--- src/rtl/branch_resolve_tracker_pkg.sv ---
// Shared core constants used by the predictor, the pipeline and the branch resolve tracker.
package branch_resolve_tracker_pkg;

  localparam int unsigned XLEN_DEFAULT  = 32;
  localparam int unsigned DEPTH_DEFAULT = 4;
  localparam int unsigned PC_INC        = 4;

endpackage

--- src/rtl/branch_info_fifo.sv ---
// Synchronous FIFO for in-flight branch records, with a flush that empties it in one edge.
module branch_info_fifo #(
  parameter int unsigned DEPTH = 4,
  parameter int unsigned WIDTH = 8
) (
  input  logic             clk,
  input  logic             rst_n,
  input  logic             flush_i,
  input  logic             push_i,
  input  logic             pop_i,
  input  logic [WIDTH-1:0] wdata_i,
  output logic [WIDTH-1:0] head_c,
  output logic             full_o,
  output logic             empty_o
);

  localparam int unsigned PTR_W = (DEPTH > 1) ? $clog2(DEPTH) : 1;
  localparam int unsigned CNT_W = $clog2(DEPTH + 1);

  logic [WIDTH-1:0] mem_q [DEPTH];
  logic [PTR_W-1:0] wr_ptr_q, wr_ptr_d;
  logic [PTR_W-1:0] rd_ptr_q, rd_ptr_d;
  logic [CNT_W-1:0] count_q, count_d;
  logic             full_q, empty_q;
  logic             do_push, do_pop;

  // A push while full is only accepted when the head leaves on the same edge.
  always_comb begin
    do_pop   = pop_i && !empty_q;
    do_push  = push_i && (!full_q || do_pop) && !flush_i;
    wr_ptr_d = wr_ptr_q;
    rd_ptr_d = rd_ptr_q;
    count_d  = count_q;
    if (flush_i) begin
      wr_ptr_d = '0;
      rd_ptr_d = '0;
      count_d  = '0;
    end else begin
      if (do_push) wr_ptr_d = wr_ptr_q + PTR_W'(1);
      if (do_pop)  rd_ptr_d = rd_ptr_q + PTR_W'(1);
      if (do_push && !do_pop)      count_d = count_q + CNT_W'(1);
      else if (!do_push && do_pop) count_d = count_q - CNT_W'(1);
    end
  end

  always_ff @(posedge clk or negedge rst_n) begin
    if (!rst_n) begin
      wr_ptr_q <= '0;
      rd_ptr_q <= '0;
      count_q  <= '0;
      full_q   <= 1'b0;
      empty_q  <= 1'b1;
    end else begin
      wr_ptr_q <= wr_ptr_d;
      rd_ptr_q <= rd_ptr_d;
      count_q  <= count_d;
      full_q   <= (count_d == CNT_W'(DEPTH));
      empty_q  <= (count_d == '0);
    end
  end

  always_ff @(posedge clk) begin
    if (do_push) mem_q[wr_ptr_q] <= wdata_i;
  end

  assign head_c  = mem_q[rd_ptr_q];
  assign full_o  = full_q;
  assign empty_o = empty_q;

endmodule

--- src/rtl/branch_resolve_tracker.sv ---
// Tracks predicted branches from decode to memory stage; reports outcomes and redirects on mispredict.
module branch_resolve_tracker
  import branch_resolve_tracker_pkg::*;
#(
  parameter int unsigned DEPTH = DEPTH_DEFAULT,
  parameter int unsigned XLEN  = XLEN_DEFAULT
) (
  input  logic            clk,
  input  logic            rst_n,
  input  logic            dec_valid,
  input  logic [XLEN-1:0] dec_pc,
  input  logic            dec_prediction,
  input  logic [XLEN-1:0] dec_target,
  input  logic            res_valid,
  input  logic            res_taken,
  input  logic [XLEN-1:0] res_target,
  output logic            full,
  output logic            empty,
  output logic            branch_mem_sig,
  output logic            actual_branch_decision,
  output logic [XLEN-1:0] update_branch_addr,
  output logic            mispredict,
  output logic [XLEN-1:0] redirect_pc,
  output logic            underflow_err
);

  localparam int unsigned ENTRY_W = 2 * XLEN + 1;

  logic [ENTRY_W-1:0] head_c;
  logic [XLEN-1:0]    head_pc, head_tgt;
  logic               head_pred;
  logic               pop, wrong, flush;

  logic            bms_q, mis_q, adec_q, uf_q;
  logic [XLEN-1:0] uba_q, rpc_q;

  assign head_pc   = head_c[ENTRY_W-1 -: XLEN];
  assign head_pred = head_c[XLEN];
  assign head_tgt  = head_c[XLEN-1:0];

  assign pop   = res_valid && !empty;
  assign wrong = (res_taken != head_pred) || (res_taken && (res_target != head_tgt));
  assign flush = pop && wrong;

  branch_info_fifo #(
    .DEPTH (DEPTH),
    .WIDTH (ENTRY_W)
  ) u_fifo (
    .clk     (clk),
    .rst_n   (rst_n),
    .flush_i (flush),
    .push_i  (dec_valid),
    .pop_i   (res_valid),
    .wdata_i ({dec_pc, dec_prediction, dec_target}),
    .head_c  (head_c),
    .full_o  (full),
    .empty_o (empty)
  );

  // Outcome and redirect registers; strobes last one cycle, payloads hold until the next pop.
  always_ff @(posedge clk or negedge rst_n) begin
    if (!rst_n) begin
      bms_q  <= 1'b0;
      mis_q  <= 1'b0;
      adec_q <= 1'b0;
      uba_q  <= '0;
      rpc_q  <= '0;
      uf_q   <= 1'b0;
    end else begin
      bms_q <= pop;
      mis_q <= flush;
      if (pop) begin
        adec_q <= res_taken;
        uba_q  <= head_pc;
        rpc_q  <= res_taken ? res_target : head_pc + XLEN'(PC_INC);
      end
      if (res_valid && empty) uf_q <= 1'b1;
    end
  end

  assign branch_mem_sig         = bms_q;
  assign mispredict             = mis_q;
  assign actual_branch_decision = adec_q;
  assign update_branch_addr     = uba_q;
  assign redirect_pc            = rpc_q;
  assign underflow_err          = uf_q;

endmodule

--- config.mk ---
export PLATFORM = sky130hd
export DESIGN_NAME = branch_resolve_tracker
export DESIGN_NICKNAME = d
export VERILOG_FILES = /design/src/rtl/branch_resolve_tracker_pkg.sv /design/src/rtl/branch_info_fifo.sv /design/src/rtl/branch_resolve_tracker.sv
export SDC_FILE = /design/constraint.sdc
export NUM_CORES = 1
export LEC_CHECK = 0
export CELL_PAD_IN_SITES_DETAIL_PLACEMENT = 2
export CELL_PAD_IN_SITES_GLOBAL_PLACEMENT = 2
export CORE_UTILIZATION = 40
export CTS_CLUSTER_DIAMETER = 80
export DETAILED_ROUTE_END_ITERATION = 10
export PLACE_DENSITY = 0.86
export SLEW_MARGIN = 30
export SYNTH_ARGS = -nofsm -noshare
export SYNTH_HDL_FRONTEND = slang
export SYNTH_SLANG_ARGS = --single-unit
--- constraint.sdc ---
create_clock -name clk -period 8.35 [get_ports clk]
set_input_delay 1.67 -clock clk [delete_from_list [all_inputs] [get_ports clk]]
set_output_delay 1.67 -clock clk [all_outputs]
set_load 0.05 [all_outputs]
==> results_dict.tcl <==
set metrics [dict create \
    cts.root.buffer_cell "sky130_fd_sc_hd__clkbuf_16" \
    power.clock.fraction_pct 24.0 \
    slowest_delay_ns 0.81 \
    synth_async_sr_flop_share_pct 22.85 \
    floorplan.die_area_um2 35450 \
    grt_util_all_layers_pct 25.22 \
    initial_core_util_pct 40.98 \
    drt-total-wl_um 44490 \
    netSwitchingFraction_pct 39.49 \
    cp-startpoint "res_taken" \
    final_core_utilization_pct 51.06 \
    worst_skew_pair.late_latency_ns 0.54 \
    worst_path_max_fanout 43 \
    max-clock-path-buffers 3 \
    grt_overflow 0 \
    synth_largest_area_cell "sky130_fd_sc_hd__edfxtp_1" \
    hold_viol_final 0 \
    tcrit_tclk_final_pct 67.11 \
    slew_headroom_pct 36.81 \
    tns_ns 0 \
    post_cts_buffers 0 \
    timing.critical_path.to_type "flip-flop" \
    finClkSkew_ns 0.01326 \
    power.share.sequential_pct 36.7 \
    synth.cell_area_um2 13880 \
    maxClockFrequency_mhz 178.4 \
    ff2ff_setup_slack_ns 3.01 \
    timing.final.max_slew_violations 0 \
    synth_warnings 0 \
    route.antenna.remaining_nets 0 \
    worstPathArrival_ns 5.77 \
    finish.net_count 1157 \
    placedCellCount 1454 \
    die_height_um 188.3 \
    syn-instance-count 861 \
    timing_worst_slew_pin_value_ns 0.9455 \
    first_pass_grt_wire_length_um 65320 \
    synth_top_flop_cell "sky130_fd_sc_hd__edfxtp_1" \
    drive_gt1_share_pct 14.10 \
    area_growth_syn_to_layout_pct 24.61 \
    grt_antenna_before_repair 1 \
    dr.first_iter.drc_count 660 \
    synth.top_cell.area_share_pct 56.26 \
    routedWlPerCell_um 29.15 \
    std_cell_rows 67 \
    cp_slowest_cell "sky130_fd_sc_hd__a21oi_4" \
    worstReg2RegStart "u_fifo.rd_ptr_q[0]" \
    post_cts_resized 0 \
    flops_latches_synth 337 \
    synth-edff-count 260 \
    rsz0062_at_grt "false" \
    post_synth_main_area_contributors "sky130_fd_sc_hd__edfxtp_1 56%, sky130_fd_sc_hd__dfrtp_1 14%, sky130_fd_sc_hd__mux4_2 9.6%" \
    finalWeightedCongestion 0.7579 \
    floorplan.io_pins 172 \
    detail_route.drc_violations 0 \
    worst_r2r_path_depth 9 \
    status "completed" \
    clk_sinks 337 \
    setup_viol 0 \
    worstPathCellList "clkdlybuf4s50_1 -> buf_4 -> o311ai_0 -> a2111oi_0 -> o2111a_1 -> nand4_4 -> a21oi_4 -> buf_4" \
    h-tree-depth 2 \
    vias_in_the_first_global_route 9644 \
    core_area_um2 33870 \
    finalCriticalPeriod_ns 5.604 \
    ys_types 58 \
    antenna-diode-count 0 \
    pwr_density_cell_nw_per_um2 387.2 \
    drv.max_cap_violation_count 0 \
    portion_of_the_post_synthesis_area_used_by_sequential_elements_pct 70.15 \
    routed-via-count 8717 \
    hold_buffers 0 \
    power.ir.vdd_worst_uv 198.1 \
    power.switching_mw 2.645 \
    postSynthAreaPerCell_um2 16.12 \
    crit_path_frequent_cell "sky130_fd_sc_hd__buf_4" \
    postSynthNetCount 970 \
    cts-buffers-inserted 38 \
    hpwlAfterDp_um 29600 \
    drt_first_pass_iters 5 \
    power.share.combinational_pct 39.3 \
    cp_data_required_time_ns 8.51 \
    chipWidth_um 188.3 \
    netlist_top_cells_count "260 x sky130_fd_sc_hd__edfxtp_1, 128 x sky130_fd_sc_hd__nand2_1, 76 x sky130_fd_sc_hd__dfrtp_1, 59 x sky130_fd_sc_hd__mux4_2, 38 x sky130_fd_sc_hd__xnor2_1" \
    cts.reportedPaths.clkPinSlew_ns 0.06 \
    sum_of_internal_switching_and_leakage_power_mw 6.697 \
    instances_no_fill 1526 \
    holdCritPathClass "flip-flop to flip-flop" \
    criticalPathCategory "primary input to flip-flop" \
    launching_element_type_of_the_critical_path "primary input" \
    yosysMostFrequentCell "sky130_fd_sc_hd__edfxtp_1" \
    route.detailed.vias_per_inst 5.712 \
    cts_tree "built" \
    worstSetupEndpoint "u_fifo.mem_q[0][22]" \
    grt_start_max_net_pins 81 \
    cell_internal_pwr_mw 4.052 \
    worst_r2r_endpoint "u_fifo.mem_q[0][22]" \
    power_leakage_nw 6.031 \
    numPortBuffers 171 \
]
==> area by class of cell <==
cell class	count	area, um2
clock inverter	13	106.4
clock buffer	57	1075
multi-input combinational	472	3902
inverter	14	52.55
tap	448	560.5
sequential	337	9743
timing repair buffer	185	1854
fill	3092	16570
==> placed cells by master, fill, tap and decap left out, types with 7 or more instances in the layout <==
cell                              instances
sky130_fd_sc_hd__a21oi_1                 29
sky130_fd_sc_hd__clkinv_2                 8
sky130_fd_sc_hd__mux4_2                  59
sky130_fd_sc_hd__xor2_1                  19
sky130_fd_sc_hd__inv_1                   12
sky130_fd_sc_hd__clkdlybuf4s50_1        170
sky130_fd_sc_hd__buf_4                   13
sky130_fd_sc_hd__mux2i_1                 13
sky130_fd_sc_hd__ha_1                     7
sky130_fd_sc_hd__o22ai_1                 11
sky130_fd_sc_hd__and3_1                  12
sky130_fd_sc_hd__clkbuf_1                16
sky130_fd_sc_hd__dfrtp_1                 74
sky130_fd_sc_hd__nand4_1                 18
sky130_fd_sc_hd__nor2_1                  35
sky130_fd_sc_hd__o21ai_1                  8
sky130_fd_sc_hd__xnor2_1                 38
sky130_fd_sc_hd__nor3_1                   9
sky130_fd_sc_hd__clkbuf_16               40
sky130_fd_sc_hd__o21ai_0                 26
sky130_fd_sc_hd__edfxtp_1               260
sky130_fd_sc_hd__nand2_1                128
sky130_fd_sc_hd__nand3_1                  9
==> logic make-up (layout without fill, tap and decap cells) <==
group | count (synthesis) | count (layout) | synth area share [%]
flops | 337 | 337 | 70.15
buf+inv | 52 | 269 | 2.092
mux | 79 | 79 | 11.51
simple gates | 233 | 233 | 7.970
xor+xnor | 57 | 57 | 3.597
fa+ha+maj | 7 | 7 | 0.6311
compound gates | 96 | 96 | 4.048
==> power groups by stage <==
| stage | logic (mW) | registers [mW] | clock network, mW |
|---|---|---|---|
| floorplan | 1.19 | 2.93 | 0 |
| detailed placement | 2.55 | 2.53 | 0 |
| global placement | 2.43 | 2.48 | 0 |
| global route | 2.77 | 2.49 | 1.69 |
| CTS | 2.59 | 2.50 | 1.63 |
| finish | 2.63 | 2.46 | 1.61 |
==> per-stage QoR <==
stage                     setup WS, ns  cell area, um2  hold slack (ns)
after floorplan                  1.958           13880           0.5360
after global placement           2.379           16060           0.4391
after detailed placement         2.063           16060           0.4669
after CTS                        2.593           17240           0.4815
after global routing             2.621           17290           0.5056
final                            2.746           17290           0.4723
==> metal layers <==
| metal | GRT usage (%) | share of wire (%) | up-vias |
|---|---|---|---|
| met5 | 0 | 0 | - |
| met4 | 7.880 | 2.7 | 0 |
| met3 | 3.874 | 5.3 | 71 |
| met2 | 43.70 | 52 | 337 |
| met1 | 32.58 | 40 | 4657 |
| li1 | - | - | 3652 |
==> state kept, by name, indices dropped and copies added, names as in the netlist, 2 cells and up <==
name / flops
redirect_pc: 32
u_fifo.count_q: 3
u_fifo.mem_q: 260
u_fifo.rd_ptr_q: 2
u_fifo.wr_ptr_q: 2
update_branch_addr: 32
==> worst min path at each step <==
stage,from,end,slack (ns),depth (start not counted)
global placement,underflow_err,underflow_err,0.44,1
global route,underflow_err,underflow_err,0.51,1
finish,update_branch_addr[12],update_branch_addr[12],0.47,2
floorplan,u_fifo.count_q[2],u_fifo.empty_o,0.54,2
detailed placement,update_branch_addr[12],update_branch_addr[12],0.47,2
CTS,update_branch_addr[12],update_branch_addr[12],0.48,2
==> worst max-delay path: cells and delay by family <==
kind | cells | cell delay [ns]
buffers and inverters | 3 | 1.66
AOI/OAI and AO/OA | 4 | 2.09
and+or+nand+nor | 1 | 0.27
(Power assumes the default switching activity.)
